<file path="src/rtl/id_ex_stage.sv">
// id_ex_stage: ID/EX pipeline register with EX/MEM and MEM/WB forwarding and load-use hazard detection
module id_ex_stage #(
    parameter int DATA_W = 32,
    parameter int REG_AW = 5
) (
    input  logic              clk,
    input  logic              rst,
    input  logic              stall_in,
    input  logic              flush_in,
    input  logic              id_valid,
    input  logic [2:0]        id_alu_ctrl,
    input  logic [REG_AW-1:0] id_rs_addr,
    input  logic [REG_AW-1:0] id_rt_addr,
    input  logic [REG_AW-1:0] id_rd_addr,
    input  logic [DATA_W-1:0] id_rs_data,
    input  logic [DATA_W-1:0] id_rt_data,
    input  logic [DATA_W-1:0] id_imm,
    input  logic              id_use_imm,
    input  logic              id_reg_write,
    input  logic              id_mem_read,
    input  logic [REG_AW-1:0] mem_fwd_addr,
    input  logic [DATA_W-1:0] mem_fwd_data,
    input  logic [REG_AW-1:0] wb_fwd_addr,
    input  logic [DATA_W-1:0] wb_fwd_data,
    output logic              hazard_stall,
    output logic              ex_valid,
    output logic [2:0]        alu_ctrl,
    output logic [DATA_W-1:0] alu_a,
    output logic [DATA_W-1:0] alu_b,
    output logic [4:0]        alu_shamt,
    output logic [REG_AW-1:0] ex_rd_addr,
    output logic              ex_reg_write,
    output logic              ex_mem_read
);
    logic [REG_AW-1:0] rs_q, rt_q, rd_q;
    logic [DATA_W-1:0] rs_data_q, rt_data_q, imm_q;
    logic [2:0]        ctrl_q;
    logic              valid_q, use_imm_q, reg_write_q, mem_read_q;
    logic [DATA_W-1:0] fwd_a, fwd_b;

    // Load in EX whose destination is read by the instruction in ID; a flush makes the stall moot
    always_comb begin
        hazard_stall = !flush_in && id_valid && valid_q && mem_read_q && rd_q != '0 &&
                       (rd_q == id_rs_addr || (!id_use_imm && rd_q == id_rt_addr));
    end

    // Pipeline register: reset/flush/hazard load a bubble, downstream stall holds, otherwise capture ID
    always_ff @(posedge clk) begin
        if (rst || flush_in || (!stall_in && hazard_stall)) begin
            valid_q     <= 1'b0;
            ctrl_q      <= '0;
            rs_q        <= '0;
            rt_q        <= '0;
            rd_q        <= '0;
            rs_data_q   <= '0;
            rt_data_q   <= '0;
            imm_q       <= '0;
            use_imm_q   <= 1'b0;
            reg_write_q <= 1'b0;
            mem_read_q  <= 1'b0;
        end else if (!stall_in) begin
            valid_q     <= id_valid;
            ctrl_q      <= id_alu_ctrl;
            rs_q        <= id_rs_addr;
            rt_q        <= id_rt_addr;
            rd_q        <= id_rd_addr;
            rs_data_q   <= id_rs_data;
            rt_data_q   <= id_rt_data;
            imm_q       <= id_imm;
            use_imm_q   <= id_use_imm;
            reg_write_q <= id_valid && id_reg_write;
            mem_read_q  <= id_valid && id_mem_read;
        end
    end

    // Operand forwarding: youngest producer (EX/MEM) wins, register 0 is never forwarded
    always_comb begin
        fwd_a = (rs_q != '0 && rs_q == mem_fwd_addr) ? mem_fwd_data :
                (rs_q != '0 && rs_q == wb_fwd_addr)  ? wb_fwd_data  : rs_data_q;
        fwd_b = (rt_q != '0 && rt_q == mem_fwd_addr) ? mem_fwd_data :
                (rt_q != '0 && rt_q == wb_fwd_addr)  ? wb_fwd_data  : rt_data_q;
        alu_a     = valid_q ? fwd_a : '0;
        alu_b     = !valid_q ? '0 : use_imm_q ? imm_q : fwd_b;
        alu_shamt = valid_q ? imm_q[10:6] : '0;
    end

    assign ex_valid     = valid_q;
    assign alu_ctrl     = ctrl_q;
    assign ex_rd_addr   = rd_q;
    assign ex_reg_write = reg_write_q;
    assign ex_mem_read  = mem_read_q;
endmodule

</file>
<file path="config.mk">
export PLATFORM = sky130hd
export DESIGN_NAME = id_ex_stage
export DESIGN_NICKNAME = d
export VERILOG_FILES = /design/src/rtl/id_ex_stage.sv
export SDC_FILE = /design/constraint.sdc
export NUM_CORES = 1
export LEC_CHECK = 0
export CELL_PAD_IN_SITES_DETAIL_PLACEMENT = 0
export CELL_PAD_IN_SITES_GLOBAL_PLACEMENT = 1
export CORE_UTILIZATION = 49
export CTS_CLUSTER_DIAMETER = 50
export DETAILED_ROUTE_END_ITERATION = 12
export DONT_BUFFER_PORTS = 1
export GPL_ROUTABILITY_DRIVEN = 0
export PLACE_DENSITY = 0.93
export SLEW_MARGIN = 15
export SYNTH_ARGS = -nofsm -noshare
export SYNTH_HDL_FRONTEND = slang
export SYNTH_SLANG_ARGS = --single-unit
export TNS_END_PERCENT = 5
</file>
<file path="constraint.sdc">
create_clock -name clk -period 5.6 [get_ports clk]
set_clock_uncertainty 0.1 [all_clocks]
set_input_delay 0.84 -clock clk [delete_from_list [all_inputs] [get_ports clk]]
set_output_delay 0.84 -clock clk [all_outputs]
set_load 0.03 [all_outputs]
</file>
==> impl_metrics.env <==
export IMPL_synth_fp_nets=743
export IMPL_ys_types=26
export IMPL_leakage_nw=1.975
export IMPL_max_freq_mhz=229.9
export IMPL_dp_hpwl_mm=11.87
export IMPL_syn_area_sq_mm=0.005507
export IMPL_crit_arrival_ns=3.41
export IMPL_ant_nets=0
export IMPL_hold_viol=0
export IMPL_die_h_um=108.0
export IMPL_gr_total_overflow=0
export IMPL_cpMaxStageDelayCell="or4_1"
export IMPL_crit_chain="or4_1 > nor2_1 > or4_1 > buf_4 > o221ai_1 > a21oi_1"
export IMPL_power_density_mw_per_mm2=345.1
export IMPL_hp_class="in -> reg"
export IMPL_fin_crit_sh_pct=77.69
export IMPL_peakVddDrop_v=0.0002199
export IMPL_fp_dieW_um=108.0
export IMPL_drt_pass1_iter_count=5
export IMPL_grt_setup_unrepaired="false"
export IMPL_vias=4611
export IMPL_status="finished, final reports clean"
export IMPL_syn_instance_count=547
export IMPL_fin_util_pct=56.68
export IMPL_grt_pass1_vias=4612
export IMPL_antenna_cells=0
export IMPL_tightestPinTransition_ns=1.187
export IMPL_path_clk_slew_ns=0.06
export IMPL_stdcell_count=674
export IMPL_final_common_cell="dfxtp_1"
export IMPL_insertion_delay_ns=0.52
export IMPL_syn_to_final_growth_pct=12.07
export IMPL_setup_viol=0
export IMPL_tns_ns=0
export IMPL_drt_iter0_drc=330
export IMPL_vias_per_cell=6.841
export IMPL_cts_sinks=118
export IMPL_hold_buffers=0
export IMPL_hold_slack_ns=0.3480
export IMPL_p_total_mw=2.130
export IMPL_placed_cells_incl_taps=642
export IMPL_die_area_sq_mm=0.01167
export IMPL_core_sq_mm=0.01089
export IMPL_cts_setup_buffers=0
export IMPL_drc=0
export IMPL_crit_type="reg -> out"
export IMPL_required_ns=4.66
export IMPL_cts_inserted_buffers=17
export IMPL_wl_mm=16.99
export IMPL_gr_usage_all_layers_pct=28.21
export IMPL_drive_gt1_share_pct=8.989
export IMPL_port_buffers=0
export IMPL_nets=717
export IMPL_antenna_found_initial=0
export IMPL_rows=38
export IMPL_max_slew_margin_pct=20.78
export IMPL_ys_seq_area_share_pct=42.90
export IMPL_ys_warn_count=0
export IMPL_drv_cap=0
export IMPL_wl_per_cell_um=25.20
export IMPL_critPathMaxFanout=17
export IMPL_final_max_slew_violation_count=0
export IMPL_grt_pass1_wl_mm=24.71
export IMPL_fin_crit_ns=4.351
export IMPL_postSynthAreaPerCell_sq_um=10.07
export IMPL_start_kind="flop"
export IMPL_fillers=941
export IMPL_cts_tree="built"
export IMPL_ctsResizeCount=0
export IMPL_htreeDepth=4
export IMPL_cpMostUsedCell="or4_1"
export IMPL_endpoint_kind="primary output"
export IMPL_final_cell_mix="dfxtp_1, a22o_1, a21oi_1"
export IMPL_cts_root_buf="clkbuf_8"
export IMPL_cts_max_path_buffers=2
export IMPL_critPathMaxStageDelay_ns=0.64
export IMPL_ios=277
export IMPL_grt_max_degree=65
export IMPL_start_util_pct=50.57
export IMPL_ys_ff_latch=118
power by group:
| group | internal (mW) | switching [mW] |
|---|---|---|
| logic | 0.0534 | 0.0693 |
| clock network | 0.746 | 0.364 |
| registers | 0.869 | 0.0285 |
layout make-up:
| class | instances | area, sq um | area share (%) |
|---|---|---|---|
| sequential | 118 | 2364 | 38.30 |
| inverter | 1 | 3.754 | 0.06083 |
| clock inverter | 8 | 117.6 | 1.906 |
| clock buffer | 24 | 500.5 | 8.110 |
| tap | 140 | 175.2 | 2.839 |
| multi-input combinational | 372 | 2928 | 47.45 |
| timing repair buffer | 11 | 82.58 | 1.338 |
synthesized netlist by cell type (all sizes together):
master   number  area, sq um
nand4b        1        8.760
a2111oi       1        27.53
or4           2        15.01
buf          12        65.06
nor3          5        25.02
and2          6        37.54
a21oi        65        325.3
nand2         3        11.26
dfxtp       118         2362
a32o          2        20.02
and4          1        8.760
clkbuf       44        165.2
mux2i        64        640.6
a22o        116         1016
xnor2        21        183.9
o21ai        32        160.2
nor3b         1        7.510
nor2          4        15.01
o221ai       32        280.3
xor2          9        78.83
inv           1        3.750
nand4         2        12.51
nor4          1        12.51
o32ai         1        8.760
nand3         3        15.01
cell families (layout without fill, tap and decap cells):
group	Yosys count	after routing	synth area share, %
AND/OR/NAND/NOR	29	29	3.067
buffers and inverters	57	44	4.249
AO/OA/AOI/OAI	249	249	33.38
XOR/XNOR	30	30	4.772
multiplexers	64	64	11.63
flip-flops	118	118	42.90
final timing paths:
check | startpoint | to | slack, ns | depth (start not counted)
worst max-delay path | rt_q[0] | alu_b[27] | 1.25 | 6
worst min-delay path | id_rs_data[18] | rs_data_q[18] | 0.35 | 1
worst max register to register | ex_valid | rt_data_q[6] | 2.86 | 6
worst min register to register | rt_data_q[1] | rt_data_q[1] | 0.37 | 1
layer usage:
layer / vias up / global-route usage [%] / routed length, um / part of all wire, %
met5: - / 0 / 0 / 0
met4: 0 / 14.48 / 570 / 3.4
met3: 46 / 9.885 / 1604 / 9.4
met2: 289 / 46.95 / 8117 / 48
met1: 2188 / 31.80 / 6696 / 39
li1: 2088 / - / - / -
per-stage QoR:
stage                     cell area [sq um]  setup slack, ns
after global placement                 5553            1.685
final                                  6171            1.249
after floorplan                        5507            2.255
after CTS                              6171            1.239
after detailed placement               5553            1.656
after global routing                   6171            1.045
registers in the layout (all words and copies together), names as in the netlist:
name and cells:
rs_q 5, ex_rd_addr 5, rt_data_q 32, rs_data_q 32, ex_mem_read 1, use_imm_q 1
ex_valid 1, alu_ctrl 3, ex_reg_write 1, imm_q 32, rt_q 5
critical path: cells and delay by family, from the launching register on:
kind | cells | cell delay [ns]
buffers and inverters | 1 | 0.36
and+or+nand+nor | 3 | 1.41
DFF | 1 | 0.35
AOI/OAI and AO/OA | 2 | 0.76
No activity file was read; power rests on OpenSTA's default activity.
